===== src/rtl/core_run_ctrl.sv =====
// Run controller for the single-cycle RV32 core: streams a program into
// instruction memory, then gates core execution with halt/step/resume control.
module core_run_ctrl #(
  parameter int          ADDR_W     = 8,
  parameter int          CYC_W      = 32,
  parameter logic [31:0] HALT_INSTR = 32'h00000073
) (
  input  logic              clk,
  input  logic              reset,
  input  logic              ld_valid,
  output logic              ld_ready,
  input  logic [31:0]       ld_data,
  input  logic              ld_last,
  input  logic              start,
  input  logic              step,
  input  logic              halt_req,
  input  logic              bp_en,
  input  logic [31:0]       bp_addr,
  input  logic [31:0]       core_pc,
  input  logic [31:0]       core_instr,
  output logic              imem_we,
  output logic [ADDR_W-1:0] imem_addr,
  output logic [31:0]       imem_wdata,
  output logic              core_reset,
  output logic              core_run,
  output logic [2:0]        state,
  output logic [1:0]        halt_cause,
  output logic              done,
  output logic              load_err,
  output logic [ADDR_W:0]   load_cnt,
  output logic [CYC_W-1:0]  cycle_cnt
);

  typedef enum logic [2:0] {
    S_IDLE   = 3'd0,
    S_LOAD   = 3'd1,
    S_READY  = 3'd2,
    S_RUN    = 3'd3,
    S_HALTED = 3'd4
  } state_e;

  localparam logic [1:0]    C_NONE  = 2'd0;
  localparam logic [1:0]    C_ECALL = 2'd1;
  localparam logic [1:0]    C_BP    = 2'd2;
  localparam logic [1:0]    C_EXT   = 2'd3;
  localparam logic [ADDR_W:0] DEPTH = {1'b1, {ADDR_W{1'b0}}};

  state_e              state_q, state_d;
  logic                we_q, we_d;
  logic [ADDR_W-1:0]   addr_q, addr_d;
  logic [31:0]         wdata_q, wdata_d;
  logic [1:0]          cause_q, cause_d;
  logic                done_q, done_d;
  logic                err_q, err_d;
  logic [ADDR_W:0]     cnt_q, cnt_d;
  logic [CYC_W-1:0]    cyc_q, cyc_d;
  logic                mask_q, mask_d;

  logic                xfer;
  logic                hit_ecall;
  logic [1:0]          hit_cause;
  logic [ADDR_W:0]     idx;

  always_comb begin
    state_d    = state_q;
    we_d       = 1'b0;
    addr_d     = addr_q;
    wdata_d    = wdata_q;
    cause_d    = cause_q;
    done_d     = done_q;
    err_d      = err_q;
    cnt_d      = cnt_q;
    cyc_d      = cyc_q;
    mask_d     = mask_q;
    core_run   = 1'b0;
    ld_ready   = (state_q != S_RUN);
    core_reset = (state_q == S_IDLE) || (state_q == S_LOAD) || (state_q == S_READY);
    xfer       = ld_valid & ld_ready;
    hit_ecall  = (core_instr == HALT_INSTR);

    // The breakpoint is masked for one cycle after a resume so the core can leave it.
    if (hit_ecall)                                  hit_cause = C_ECALL;
    else if (bp_en && core_pc == bp_addr && !mask_q) hit_cause = C_BP;
    else if (halt_req)                              hit_cause = C_EXT;
    else                                            hit_cause = C_NONE;

    idx = (state_q == S_LOAD) ? cnt_q : '0;

    if (xfer) begin
      if (state_q != S_LOAD) begin
        err_d   = 1'b0;
        done_d  = 1'b0;
        cause_d = C_NONE;
        cyc_d   = '0;
      end
      if (idx != DEPTH) begin
        we_d    = 1'b1;
        addr_d  = idx[ADDR_W-1:0];
        wdata_d = ld_data;
        cnt_d   = idx + 1'b1;
      end else begin
        cnt_d   = idx;
        err_d   = 1'b1;
      end
      state_d = ld_last ? S_READY : S_LOAD;
    end else begin
      case (state_q)
        S_READY: if (start) begin
          state_d = S_RUN;
          cyc_d   = '0;
          mask_d  = 1'b0;
        end
        S_RUN: begin
          mask_d = 1'b0;
          if (hit_cause != C_NONE) begin
            state_d = S_HALTED;
            cause_d = hit_cause;
            done_d  = (hit_cause == C_ECALL);
          end else begin
            core_run = 1'b1;
          end
        end
        S_HALTED: if (cause_q != C_ECALL) begin
          if (start) begin
            state_d = S_RUN;
            mask_d  = 1'b1;
          end else if (step) begin
            // Stepping onto ECALL ends the program instead of committing it.
            if (hit_ecall) begin
              cause_d = C_ECALL;
              done_d  = 1'b1;
            end else begin
              core_run = 1'b1;
            end
          end
        end
        default: ;
      endcase
    end

    if (core_run && cyc_q != '1) cyc_d = cyc_q + 1'b1;
  end

  always_ff @(posedge clk) begin
    if (!reset) begin
      state_q <= S_IDLE;
      we_q    <= 1'b0;
      addr_q  <= '0;
      wdata_q <= '0;
      cause_q <= C_NONE;
      done_q  <= 1'b0;
      err_q   <= 1'b0;
      cnt_q   <= '0;
      cyc_q   <= '0;
      mask_q  <= 1'b0;
    end else begin
      state_q <= state_d;
      we_q    <= we_d;
      addr_q  <= addr_d;
      wdata_q <= wdata_d;
      cause_q <= cause_d;
      done_q  <= done_d;
      err_q   <= err_d;
      cnt_q   <= cnt_d;
      cyc_q   <= cyc_d;
      mask_q  <= mask_d;
    end
  end

  assign state      = state_q;
  assign imem_we    = we_q;
  assign imem_addr  = addr_q;
  assign imem_wdata = wdata_q;
  assign halt_cause = cause_q;
  assign done       = done_q;
  assign load_err   = err_q;
  assign load_cnt   = cnt_q;
  assign cycle_cnt  = cyc_q;

endmodule


===== config.mk =====
export PLATFORM = sky130hd
export DESIGN_NAME = core_run_ctrl
export DESIGN_NICKNAME = d
export VERILOG_FILES = /design/src/rtl/core_run_ctrl.sv
export SDC_FILE = /design/constraint.sdc
export NUM_CORES = 1
export LEC_CHECK = 0
export ABC_CLOCK_PERIOD_IN_PS = 4200
export CORE_ASPECT_RATIO = 1.75
export CORE_UTILIZATION = 40
export CTS_CLUSTER_SIZE = 40
export DETAILED_ROUTE_END_ITERATION = 10
export GPL_TIMING_DRIVEN = 0
export PLACE_DENSITY = 0.86
export SETUP_SLACK_MARGIN = 0.02
export SLEW_MARGIN = 20
export SYNTH_ARGS = -nofsm -noshare
export SYNTH_HDL_FRONTEND = slang
export SYNTH_SLANG_ARGS = --single-unit

===== constraint.sdc =====
create_clock -name clk -period 4.2 [get_ports clk]
set_clock_uncertainty 0.15 [all_clocks]
set_input_delay 0.84 -clock clk [delete_from_list [all_inputs] [get_ports clk]]
set_output_delay 0.84 -clock clk [all_outputs]
set_load 0.02 [all_outputs]

==> impl_metrics.json <==
{
  "status": "complete, no violations",
  "final_cell_area_um2": 7780,
  "layout-drive-gt1-share": 0.0554,
  "start_kind": "input pin",
  "grt_max_degree": 17,
  "ant_nets": 0,
  "num_rows": 53,
  "yosys.area.top_type": "dfxtp_1",
  "max_freq_mhz": 264,
  "worstPathMaxFanout": 3,
  "power.leakage_nw": 2.85,
  "clock_path_buffers": 2,
  "port_buffers": 227,
  "synth_top_area_frac": 0.363,
  "syn_to_final_growth_pct": 56.9,
  "synth_edf_count": 0,
  "seq_area_um2": 1800,
  "tightest_slew_ns": 0.552,
  "synthArstFlopShare": 0,
  "synth_area_per_cell_um2": 7.97,
  "totalWireLength_mm": 16.2,
  "hold_viol_final": 0,
  "cp.arrival_ns": 2.80,
  "start_util": 0.411,
  "clk_latency_ns": 0.34,
  "critPathKind": "in2out",
  "synthCells": 622,
  "cts_tree": "built",
  "cap_violations": 0,
  "placed_area_um2": 7440,
  "setup_viol": 0,
  "rsz0062_at_grt": "false",
  "antenna_found_initial": 0,
  "slew_violations": 0,
  "vias_per_cell": 5.24,
  "root_buffer": "clkbuf_16",
  "fp.coreArea_um2": 12100,
  "fin_crit_ns": 3.79,
  "seq_area_frac_synth": 0.363,
  "power.density_nw_per_um2": 285,
  "finalCoreUtilization": 0.644,
  "nNetsFinal": 1000,
  "stdcell_count": 1031,
  "synth_top_flop_cell": "dfxtp_1",
  "holdWs_ns": 0.300,
  "die_h_um": 149,
  "vias": 5407,
  "dp.final_hpwl_mm": 12.8,
  "yosys-top-cells-area": "dfxtp_1 36%, nand2_1 9.5%, nand3_1 7.6%",
  "setup_ws_ns": 0.409,
  "fill_cells": 1003,
  "maxSlewHeadroom": 0.632,
  "fin_crit_sh": 0.903,
  "cts_buffers": 9,
  "ys.warnings.count": 0,
  "grt_pass1_wl_mm": 25.3,
  "critPathRequiredTime_ns": 3.21,
  "grt_pass1_vias": 5305,
  "route.detailed.wl_per_inst_um": 15.7,
  "cts_sinks": 90,
  "synth_nets": 761,
  "grt_use_total": 0.249,
  "dr.pass1.iters": 5,
  "clk_pin_slew_ns": 0.07,
  "min_path_type": "reg2reg",
  "synth.most_common_cell": "nand2_1",
  "diodes": 0,
  "ios": 228,
  "vdd_drop_max_mv": 0.259,
  "drtIter0Drc": 181,
  "synth.distinct_cells": 64,
  "synth_common_cells": "126 x nand2_1, 90 x dfxtp_1, 75 x nand3_1",
  "htree_levels": 3,
  "dp_cells": 1014,
  "place_ws_ns": -0.0753,
  "endpoint_kind": "output pin",
  "multi_input_comb_area_um2": 2940,
  "die_w_um": 86.2,
  "ys_ff_latch": 90,
  "fp.dieArea_um2": 12900,
  "route.detailed.drc": 0,
  "syn_area_um2": 4960,
  "grt.overflow.total": 0,
  "gp_congestion": 0.836
}
[cell usage in the layout, fill, tap and decap left out, drive strengths merged, types with 4 or more instances in the layout]
master,instances
clkinv,4
buf,12
inv,12
o21ai,13
a21boi,43
nand4,32
or2,4
clkbuf,32
nor4b,4
nor4,9
and3,6
o211ai,16
clkdlybuf4s50,226
xor2,14
and4,6
and2,21
o311ai,4
nand3,75
nand2,128
a21oi,4
xnor2,28
dfxtp,90
nor3,9
nor2,30
mux2i,5
[timing repair]
item / 4_1_cts / 5_1_grt
setup buffers: 0 / 1
endpoints found under the setup margin: 1 / 1
resized for setup: 1 / 1
hold buffers: 0 / 0
pin swaps: 0 / 2
[flip-flops by register name (all words and copies together) (netlist names)]
register    flops
imem_wdata     32
halt_cause      2
imem_addr       8
mask_q          1
done            1
state           3
cycle_cnt      32
load_err        1
imem_we         1
load_cnt        9
[per-layer routing]
metal  share of wire  global-route usage
met1            0.38               0.267
met2            0.53               0.458
met3           0.066              0.0537
met4           0.025               0.114
met5               0                   0
[through the flow]
| step | power, mW | TNS, ns |
|---|---|---|
| after floorplan | 1.12 | 0 |
| after detailed placement | 1.36 | -0.0753 |
| after global placement | 1.35 | -0.0652 |
| final | 2.22 | 0 |
| after CTS | 2.23 | 0 |
| after global routing | 2.30 | 0 |
[final timing paths]
check	startpoint	to	slack [ns]	depth (start not counted)
max	core_instr[13]	core_run	0.41	7
min	imem_addr[2]	imem_addr[2]	0.30	2
max reg2reg	state[0]	load_cnt[7]	0.75	12
min reg2reg	imem_addr[2]	imem_addr[2]	0.30	2
[kinds of logic after synthesis]
family / count (synthesis) / share of synthesized area
multiplexers: 5 / 0.0101
AO/OA/AOI/OAI: 95 / 0.143
adder cells (fa/ha/maj): 3 / 0.00757
buffers and inverters: 45 / 0.0439
XOR/XNOR: 42 / 0.0742
flip-flops: 90 / 0.363
AND/OR/NAND/NOR: 342 / 0.358
[power by group]
group | switching [mW] | leakage [nW] | internal [mW] | total [mW]
Combinational | 0.208 | 1.96 | 0.233 | 0.442
Clock | 0.349 | 0.160 | 0.526 | 0.875
Sequential | 0.0189 | 0.732 | 0.879 | 0.898
Total | 0.576 | 2.85 | 1.64 | 2.22
[worst max-delay path, cell delays in order]
cell and delay, ns:
clkdlybuf4s50_1 0.41, nor4b_1 0.32, nand4_1 0.22, o211ai_1 0.35, a2bb2oi_2 0.28, nand2_1 0.15, dlymetal6s2s_1 0.23
[area by class of cell]
| type | instances | area share |
|---|---|---|
| buffer | 34 | 0.0225 |
| clock buffer | 9 | 0.0290 |
| clock inverter | 7 | 0.0129 |
| inverter | 11 | 0.00547 |
| multi-input combinational | 487 | 0.379 |
| sequential | 90 | 0.232 |
| tap | 165 | 0.0265 |
| timing repair buffer | 228 | 0.293 |
Power figures use the tool's default switching activity.
